==> config.mk <==
export PLATFORM = sky130hd
export DESIGN_NAME = fetch_unit
export DESIGN_NICKNAME = d
export VERILOG_FILES = /design/src/rtl/fetch_unit.sv
export SDC_FILE = /design/constraint.sdc
export NUM_CORES = 1
export LEC_CHECK = 0
export CORE_MARGIN = 3
export CORE_UTILIZATION = 39
export CTS_CLUSTER_DIAMETER = 40
export DETAILED_ROUTE_END_ITERATION = 12
export GPL_TIMING_DRIVEN = 0
export PLACE_DENSITY = 0.77
export SLEW_MARGIN = 5
export SYNTH_ARGS = -nofsm -noshare
export SYNTH_HDL_FRONTEND = slang
export SYNTH_SLANG_ARGS = --single-unit
==> constraint.sdc <==
create_clock -name clk -period 6.4 [get_ports clk]
set_input_delay 0.64 -clock clk [delete_from_list [all_inputs] [get_ports clk]]
set_output_delay 0.64 -clock clk [all_outputs]
set_load 0.05 [all_outputs]
==> src/rtl/fetch_unit.sv <==
// -----------------------------------------------------------------------------
// fetch_unit
//
// Instruction fetch stage of a 16-bit pipeline. Issues requests to an
// instruction memory with variable latency and writes either the returned
// word or a bubble (NOP_INSTR) into the IF/ID register every cycle.
//
// Behaviour in brief:
//   REQ   : request outstanding at pc; a returned word is delivered, or parked
//           in the hold buffer if decode is stalled.
//   HOLD  : parked word waits for the stall to clear; no memory request.
//   DRAIN : a redirect arrived while a request was in flight; that request is
//           finished on its old address and its word thrown away.
//   HALT  : an HLT opcode (4'hF) was delivered; only redirect or rst leave.
//
// A redirect wins over every other event and always writes a NOP to IF/ID.
//
// Ports
//   clk          in   1   rising-edge clock
//   rst          in   1   synchronous, active-high reset
//   stall        in   1   hazard stall: IF/ID keeps its contents
//   redirect     in   1   taken branch / flush from a later stage
//   redirect_pc  in   16  redirect target (bit 0 forced to 0)
//   imem_req     out  1   instruction memory request
//   imem_addr    out  16  instruction memory address
//   imem_ready   in   1   one-cycle strobe: imem_data valid
//   imem_data    in   16  instruction word
//   fd_enable    out  1   IF/ID write enable
//   fd_pc        out  16  PC written to IF/ID
//   fd_instr     out  16  instruction written to IF/ID
//   halted       out  1   high while in HALT
//   fetch_count  out  16  real instructions delivered to IF/ID (wraps)
// -----------------------------------------------------------------------------
module fetch_unit #(
  parameter logic [15:0] RESET_PC  = 16'h0000,
  parameter logic [15:0] NOP_INSTR = 16'hE000
) (
  input  logic        clk,
  input  logic        rst,
  input  logic        stall,
  input  logic        redirect,
  input  logic [15:0] redirect_pc,
  output logic        imem_req,
  output logic [15:0] imem_addr,
  input  logic        imem_ready,
  input  logic [15:0] imem_data,
  output logic        fd_enable,
  output logic [15:0] fd_pc,
  output logic [15:0] fd_instr,
  output logic        halted,
  output logic [15:0] fetch_count
);

  localparam logic [3:0] HLT_OPCODE = 4'hF;

  typedef enum logic [1:0] {
    S_REQ   = 2'd0,
    S_HOLD  = 2'd1,
    S_DRAIN = 2'd2,
    S_HALT  = 2'd3
  } state_t;

  // Registered state
  state_t      r_state;
  logic [15:0] r_pc;
  logic [15:0] r_buf;         // word parked while decode is stalled
  logic [15:0] r_drain_addr;  // address of the in-flight request being drained
  logic [15:0] r_fetch_count;

  // Next-state values
  state_t      w_next_state;
  logic [15:0] w_pc_next;
  logic [15:0] w_buf_next;
  logic [15:0] w_drain_next;
  logic        w_count_inc;

  // Helpers
  logic [15:0] w_pc_plus2;
  logic [15:0] w_redirect_target;
  logic [15:0] w_deliver_word;
  logic        w_deliver;

  // Natural 16-bit overflow gives the required modulo-2^16 wrap.
  assign w_pc_plus2        = r_pc + 16'd2;
  assign w_redirect_target = {redirect_pc[15:1], 1'b0};
  assign fetch_count       = r_fetch_count;

  // ---------------------------------------------------------------------------
  // Next-state and output logic
  // ---------------------------------------------------------------------------
  always_comb begin
    // NOTE: every signal driven here gets a default first, so no path through
    // the case statement can leave one unassigned and infer a latch.
    w_next_state   = r_state;
    w_pc_next      = r_pc;
    w_buf_next     = r_buf;
    w_drain_next   = r_drain_addr;
    w_count_inc    = 1'b0;
    w_deliver      = 1'b0;
    w_deliver_word = NOP_INSTR;

    imem_req  = 1'b0;
    imem_addr = r_pc;
    fd_enable = !stall;
    fd_pc     = r_pc;
    fd_instr  = NOP_INSTR;
    halted    = 1'b0;

    if (rst) begin
      // Quiet outputs while reset is held; the registers reload on the edge.
      fd_enable = 1'b0;
      fd_pc     = RESET_PC;
    end else begin
      unique case (r_state)
        S_REQ: begin
          imem_req = 1'b1;
          if (redirect) begin
            fd_enable = 1'b1;
            w_pc_next = w_redirect_target;
            if (imem_ready) begin
              // Response lands in the same cycle: nothing left in flight.
              w_next_state = S_REQ;
            end else begin
              // The old request is still open in memory; finish it before
              // issuing from the new target.
              w_next_state = S_DRAIN;
              w_drain_next = r_pc;
            end
          end else if (imem_ready) begin
            if (stall) begin
              fd_enable    = 1'b0;
              w_buf_next   = imem_data;
              w_next_state = S_HOLD;
            end else begin
              w_deliver      = 1'b1;
              w_deliver_word = imem_data;
            end
          end
          // Otherwise: bubble with defaults (NOP, fd_pc = pc, enable = !stall).
        end

        S_HOLD: begin
          if (redirect) begin
            fd_enable    = 1'b1;
            w_pc_next    = w_redirect_target;
            w_next_state = S_REQ;
          end else begin
            // The parked word is presented even while stalled; IF/ID only
            // takes it once fd_enable rises.
            fd_instr = r_buf;
            fd_pc    = w_pc_plus2;
            if (!stall) begin
              w_deliver      = 1'b1;
              w_deliver_word = r_buf;
            end
          end
        end

        S_DRAIN: begin
          imem_req  = 1'b1;
          imem_addr = r_drain_addr;
          if (redirect) begin
            fd_enable    = 1'b1;
            w_pc_next    = w_redirect_target;
            w_next_state = imem_ready ? S_REQ : S_DRAIN;
          end else if (imem_ready) begin
            // Stale word is dropped; fetching resumes from the new pc.
            w_next_state = S_REQ;
          end
        end

        S_HALT: begin
          halted = 1'b1;
          if (redirect) begin
            fd_enable    = 1'b1;
            w_pc_next    = w_redirect_target;
            w_next_state = S_REQ;
          end
        end

        default: begin
          w_next_state = S_REQ;
        end
      endcase

      // Common delivery path shared by REQ and HOLD.
      if (w_deliver) begin
        fd_enable    = 1'b1;
        fd_instr     = w_deliver_word;
        fd_pc        = w_pc_plus2;
        w_pc_next    = w_pc_plus2;
        w_count_inc  = 1'b1;
        w_next_state = (w_deliver_word[15:12] == HLT_OPCODE) ? S_HALT : S_REQ;
      end
    end
  end

  // ---------------------------------------------------------------------------
  // State registers
  // ---------------------------------------------------------------------------
  always_ff @(posedge clk) begin
    // NOTE: the hold buffer is a single register, so it is reset along with
    // the rest of the state; fd_instr can then never show an unknown word.
    if (rst) begin
      r_state       <= S_REQ;
      r_pc          <= RESET_PC;
      r_buf         <= NOP_INSTR;
      r_drain_addr  <= RESET_PC;
      r_fetch_count <= 16'd0;
    end else begin
      // NOTE: non-blocking assignments here so every register samples the
      // pre-edge values computed by the combinational block.
      r_state       <= w_next_state;
      r_pc          <= w_pc_next;
      r_buf         <= w_buf_next;
      r_drain_addr  <= w_drain_next;
      r_fetch_count <= r_fetch_count + {15'd0, w_count_inc};
    end
  end

endmodule

==> results of run 1 <==
==> power by group through the flow <==
stage	clock [mW]	sequential [mW]	combinational, mW
after CTS	0.409	0.420	0.222
final	0.404	0.421	0.224
after global placement	0	0.429	0.219
after global routing	0.429	0.422	0.239
after floorplan	0	0.428	0.142
after detailed placement	0	0.430	0.221
==> cells by family after synthesis <==
group           share of synthesized area [%]
simple gates                             27.0
fa+ha+maj                                1.35
buf+inv                                  6.53
mux                                      4.50
other cells                             0.101
xor+xnor                                 4.26
compound gates                           21.6
flops                                    34.7
==> registers in the layout (all words and copies together), names as in the netlist <==
signal	cells
r_buf	16
r_drain_addr	15
r_state	2
r_pc	15
fetch_count	16
==> metal layers <==
| metal | track usage [%] | vias to the layer above |
|---|---|---|
| met2 | 36.1 | 171 |
| met5 | 0 | - |
| li1 | - | 1948 |
| met1 | 28.6 | 1873 |
| met4 | 9.06 | 0 |
| met3 | 4.43 | 34 |
==> worst min-delay path: stages (launching register included) <==
cell and delay (ns):
dfxtp_1 0.31, nand2_1 0.05, a21oi_1 0.05
==> layout by cell type (no fill, tap or decap), types with 7 or more instances in the layout <==
master	Yosys	final
clkdlybuf4s50_1	0	98
nand2_1	85	85
clkbuf_8	0	9
or3_1	9	9
a221oi_1	7	7
mux2_2	7	7
nand4_1	8	8
xor2_1	16	16
clkbuf_1	19	19
nor2_1	42	42
and2_1	7	7
a21oi_1	45	45
a22oi_1	12	12
nand3_1	16	16
dfxtp_1	64	64
o21ai_0	12	12
buf_2	19	19
and3_1	8	8
==> worst max-delay path by stage <==
stage          slack (ns)      endpoint       start
3_3_place_gp         2.28     fd_pc[14]  imem_ready
3_5_place_dp         2.27      fd_pc[6]       stall
6_report             2.20     fd_pc[14]  imem_ready
5_1_grt              2.07      fd_pc[9]       stall
4_1_cts              2.28      fd_pc[6]       stall
2_1_floorplan        2.31  fd_instr[12]       stall
==> stage by stage <==
stage / hold slack (ns) / worst slack, ns
3_3_place_gp: 0.438 / 2.28
2_1_floorplan: 0.433 / 2.31
4_1_cts: 0.457 / 2.28
5_1_grt: 0.481 / 2.07
3_5_place_dp: 0.447 / 2.27
6_report: 0.454 / 2.20
==> layout make-up <==
| class | count | area, sq um |
|---|---|---|
| flip-flops and latches | 64 | 1280 |
| plain buffers | 46 | 211 |
| well taps | 126 | 158 |
| multi-input cells | 369 | 2180 |
| repair buffers | 98 | 981 |
| inverters | 8 | 30.0 |
| fillers | 817 | 3910 |
| clock buffers | 9 | 124 |
| clock inverters | 7 | 103 |
==> results.json, run 1 <==
{
  "status": "complete, no violations",
  "whs_path_depth": 2,
  "dr_wl_met3_um": 758,
  "cellLeakagePower_nw": 1.82,
  "cts_sinks": 64,
  "die_x_um": 103,
  "diodes": 0,
  "drive_gt1_share_pct": 8.99,
  "wl_per_cell_um": 16.1,
  "netlist.area_leader.share_pct": 34.7,
  "num_io_pins": 104,
  "synth_area_leaders": "dfxtp_1 35%, nand2_1 8.6%, a21oi_1 6.1%",
  "grt-ovfl-total": 0,
  "cts_max_path_buffers": 2,
  "drtIter0Drc": 250,
  "synth_common_cells": "85 x nand2_1, 64 x dfxtp_1, 45 x a21oi_1",
  "vias": 4026,
  "core_area_sq_um": 8980,
  "fin_cells": 727,
  "hpwl_um": 8570,
  "place_area_sq_um": 4840,
  "p_int_mw": 0.716,
  "max-vdd-ir-drop_mv": 0.126,
  "reg2reg_depth": 12,
  "r2r_end": "fetch_count[15]",
  "synth_ff_type": "dfxtp_1",
  "r2r_slack_ns": 3.58,
  "dieArea_sq_um": 10700,
  "crit_arrival_ns": 3.56,
  "yosysWarningCount": 0,
  "cap_violations": 0,
  "htreeDepth": 3,
  "final-hold-violation-count": 0,
  "comb_power_share_pct": 21.3,
  "synth.distinct_cells": 57,
  "viasPerCell": 5.54,
  "min_period_over_period_pct": 65.6,
  "worstPathMaxFanout": 10,
  "die_y_um": 103,
  "period_minus_slack_ns": 4.20,
  "rsz0062_at_grt": "no",
  "syn_inst": 486,
  "p_sw_mw": 0.333,
  "cts_root_buf": "clkbuf_8",
  "cts_hold_buf": 0,
  "power.share.clock_pct": 38.6,
  "avgSynthCellArea_sq_um": 7.61,
  "grtUsageTotal_pct": 22.1,
  "synth_edf_count": 0,
  "placedCellCount": 711,
  "drt_wl_total_um": 11700,
  "swShare_pct": 31.7,
  "pwr-share-seq_pct": 40.1,
  "final_core_util_pct": 56.4,
  "cp_data_required_time_ns": 5.76,
  "routed-wl-met2_um": 5570,
  "clkLatencyLatePin_ns": 0.36,
  "drt-met1-wl_um": 5060,
  "finalMaxSlewViolations": 0,
  "grt_start_max_net_pins": 14,
  "post_cts_resize_count": 0,
  "cts_tree": "yes",
  "final-setup-viol-count": 0,
  "numCtsBuffers": 9,
  "top_layer": "met4",
  "clkTransAtPathRegs_ns": 0.08,
  "r2r_start": "r_state[0]",
  "path_cells": "clkdlybuf4s50_1 -> and2b_2 -> o21ai_2 -> buf_2 -> buf_2 -> o41ai_1 -> clkdlybuf4s50_1",
  "cts_setup_buffers": 0,
  "hold_start": "r_drain_addr[3]",
  "cp_num_buf_inv": 4,
  "endpoint_kind": "output port",
  "synth.most_common_cell": "nand2_1",
  "place_congestion": 0.916,
  "slew-limit-headroom_pct": 47.3,
  "synth_top_area_cell": "dfxtp_1",
  "syn_to_final_growth_pct": 37.0,
  "synth-seq-area-share_pct": 34.7,
  "tns_ns": 0,
  "hold_end": "r_drain_addr[3]",
  "route.detailed.drc": 0,
  "io_buffers": 98,
  "postLayoutCellArea_sq_um": 5070,
  "hp-class": "flip-flop to flip-flop",
  "fmax_mhz": 238,
  "fin_nets": 637,
  "grt_pass1_wl_um": 18600,
  "cp-start-kind": "primary input",
  "drtPass1Iterations": 7,
  "antenna_found_initial": 0,
  "power_per_cell_area_nw_per_um2": 207,
  "antenna_left": 0,
  "postSynth.asyncResetShare_pct": 0,
  "start_util_pct": 41.2,
  "mappedNetlistArea_sq_um": 3700,
  "timing.critical_path.depth": 7,
  "slowest_stage": "clkdlybuf4s50_1",
  "worstMarginPinSlew_ns": 0.786,
  "ys_seq_elements": 64,
  "fin_skew_ns": 0.0106,
  "placementRows": 34,
  "p_total_mw": 1.05,
  "crit_family": "buffers and inverters",
  "grt_pass1_vias": 3915,
  "crit_type": "primary input to output port",
  "max_stage_delay_ns": 0.89
}
(Power assumes the default switching activity.)
==> inputs of run 2 (changes only) <==
- clock period: 6.4 -> 4.05 ns (I/O delays scaled with it)
==> results of run 2 <==
The final DEF is identical to that of run 1. Status: complete, no violations.
Main changes from that run: setup slack after placement 2.27 ns -> 0.394 ns; setup slack after layout 2.20 ns -> 0.324 ns; register-to-register setup slack 3.58 ns -> 1.23 ns; total power 1.05 mW -> 1.66 mW; worst IR drop on VDD 0.126 mV -> 0.199 mV
==> inputs of run 3 (changes only) <==
- ABC_AREA: default -> 1
- clock period: 4.05 -> 4.6 ns (I/O delays scaled with it)
==> results.json, run 3 <==
{
  "status": "complete, no violations",
  "period_minus_slack_ns": 3.48,
  "fin_skew_ns": 0.0111,
  "drtPass1Iterations": 5,
  "max_stage_delay_ns": 0.84,
  "cts_max_path_buffers": 2,
  "synth.distinct_cells": 32,
  "synth_top_area_cell": "dfxtp_1",
  "path_common_cell": "clkdlybuf4s50_1",
  "postSynth.asyncResetShare_pct": 0,
  "clkTransAtPathRegs_ns": 0.07,
  "cp-start-kind": "primary input",
  "clkLatencyLatePin_ns": 0.35,
  "final_cell_mix": "114 x nor2_1, 99 x nand2_1, 98 x clkdlybuf4s50_1, 67 x o21ai_0, 64 x dfxtp_1",
  "crit_type": "primary input to output port",
  "avgSynthCellArea_sq_um": 6.35,
  "cts_sinks": 64,
  "hold_ws_ns": 0.484,
  "synth_ff_type": "dfxtp_1",
  "cts_root_buf": "clkbuf_8",
  "grt_pass1_vias": 4087,
  "core_area_sq_um": 8930,
  "tns_ns": 0,
  "final-setup-viol-count": 0,
  "slew-limit-headroom_pct": 56.0,
  "syn_to_final_growth_pct": 36.2,
  "grt_start_max_net_pins": 11,
  "hp-class": "flip-flop to flip-flop",
  "placementRows": 34,
  "final-hold-violation-count": 0,
  "cellLeakagePower_nw": 1.95,
  "slowest_stage": "clkdlybuf4s50_1",
  "antenna_found_initial": 0,
  "route.detailed.drc": 0,
  "cp_data_required_time_ns": 4.14,
  "cts_tree": "yes",
  "place_congestion": 0.925,
  "multiInputGateArea_sq_um": 2060,
  "yosysWarningCount": 0,
  "cp_num_buf_inv": 3,
  "die_y_um": 103,
  "diodes": 0,
  "fillers": 880,
  "ys_seq_elements": 64,
  "cts_setup_buffers": 0,
  "syn_inst": 578,
  "drt_wl_total_um": 12000,
  "worstMarginPinSlew_ns": 0.659,
  "numCtsBuffers": 9,
  "io_buffers": 98,
  "drive_gt1_share_pct": 7.23,
  "crit_family": "buffers and inverters",
  "synth_common_cells": "114 x nor2_1, 99 x nand2_1, 67 x o21ai_0",
  "grtUsageTotal_pct": 22.6,
  "power_per_cell_area_nw_per_um2": 309,
  "fin_cells": 800,
  "cts_hold_buf": 0,
  "rsz0062_at_grt": "no",
  "max-vdd-ir-drop_mv": 0.141,
  "synth.most_common_cell": "nor2_1",
  "register_area_sq_um": 1280,
  "path_cells": "clkdlybuf4s50_1 -> nor2_2 -> nand3_2 -> nand2_2 -> buf_2 -> o211ai_1 -> nor2_1 -> clkdlybuf4s50_1",
  "netlist.area_leader.share_pct": 34.9,
  "htreeDepth": 3,
  "final_common_cell": "nor2_1",
  "endpoint_kind": "output port",
  "viasPerCell": 5.46,
  "grt-ovfl-total": 0,
  "synth-seq-area-share_pct": 34.9,
  "fmax_mhz": 287,
  "cap_violations": 0,
  "crit_arrival_ns": 3.02,
  "dieArea_sq_um": 10600,
  "start_util_pct": 41.1,
  "min_period_over_period_pct": 75.7,
  "worstPathMaxFanout": 10,
  "synth_area_leaders": "dfxtp_1 35%, nor2_1 12%, nand2_1 10%",
  "hpwl_um": 8980,
  "finalMaxSlewViolations": 0,
  "antenna_left": 0,
  "die_x_um": 103,
  "post_cts_resize_count": 0,
  "drtIter0Drc": 355,
  "mappedNetlistArea_sq_um": 3670,
  "vias": 4369,
  "num_io_pins": 104,
  "wl_per_cell_um": 14.9,
  "grt_pass1_wl_um": 18900,
  "placedCellCount": 785,
  "synth_edf_count": 0,
  "fin_nets": 729
}
==> run 3: cell types whose count changed after synthesis, moves of 7 or more <==
| cell | delta |
|---|---|
| a21oi_1 | +13 |
| or3_1 | -7 |
| and3_1 | -8 |
| o21ai_0 | +55 |
| a221oi_1 | -7 |
| buf_2 | -11 |
| nand2_1 | +14 |
| nor2_1 | +72 |
| inv_1 | +30 |
| nand3_1 | +20 |
| xor2_1 | -15 |
| and2_1 | -7 |
==> run 3: cell families (layout without fill, tap and decap cells) <==
group	Yosys count	count (layout)	synth area share, %
compound gates	153	153	22.6
xor+xnor	1	1	0.239
fa+ha+maj	4	4	1.36
buf+inv	76	189	8.97
flops	64	64	34.9
mux	1	1	0.307
other cells	1	2	0.102
simple gates	278	278	31.5
==> run 3: cell type report <==
cell class / instances / area share (%)
Clock buffer: 13 / 3.38
Timing Repair Buffer: 98 / 19.6
Buffer: 32 / 3.28
Sequential cell: 64 / 25.7
Inverter: 44 / 3.31
Multi-Input combinational cell: 439 / 41.3
Clock inverter: 2 / 0.752
Tap cell: 108 / 2.71
==> run 3: where the power goes <==
part	switching, mW	internal, mW
clock	0.217	0.292
sequential	0.0253	0.586
combinational	0.281	0.142
total	0.523	1.02
==> run 3: routing by layer <==
metal	vias up	routed length (um)	global-route usage (%)	part of all wire, %
li1	2137	-	-	-
met1	1986	5040	28.2	42
met2	217	5650	37.3	47
met3	29	908	5.21	7.6
met4	0	366	9.36	3.1
met5	-	0	0	0
==> run 3: metrics by stage <==
step                      utilization, %  power (mW)  area [sq um]  setup slack, ns
final                               55.9        1.54          4990             1.12
after global routing                55.9        1.61          4990             1.01
after CTS                           55.9        1.55          4990             1.17
after detailed placement            53.6        1.04          4790             1.17
after global placement              53.6        1.03          4790             1.21
after floorplan                        -       0.893          3670             1.52
==> run 3: final timing paths <==
kind	start	to	slack (ns)	cells after the start
worst max register to register	r_state[1]	fetch_count[12]	1.84	14
worst max-delay path	redirect	fd_pc[15]	1.12	8
worst min-delay path	fetch_count[12]	fetch_count[12]	0.48	2
worst min register to register	fetch_count[12]	fetch_count[12]	0.48	2
==> run 3: worst min-delay path, stage by stage, from the launching register on <==
cell and delay (ns):
dfxtp_1 0.33, inv_1 0.05, a21oi_1 0.06
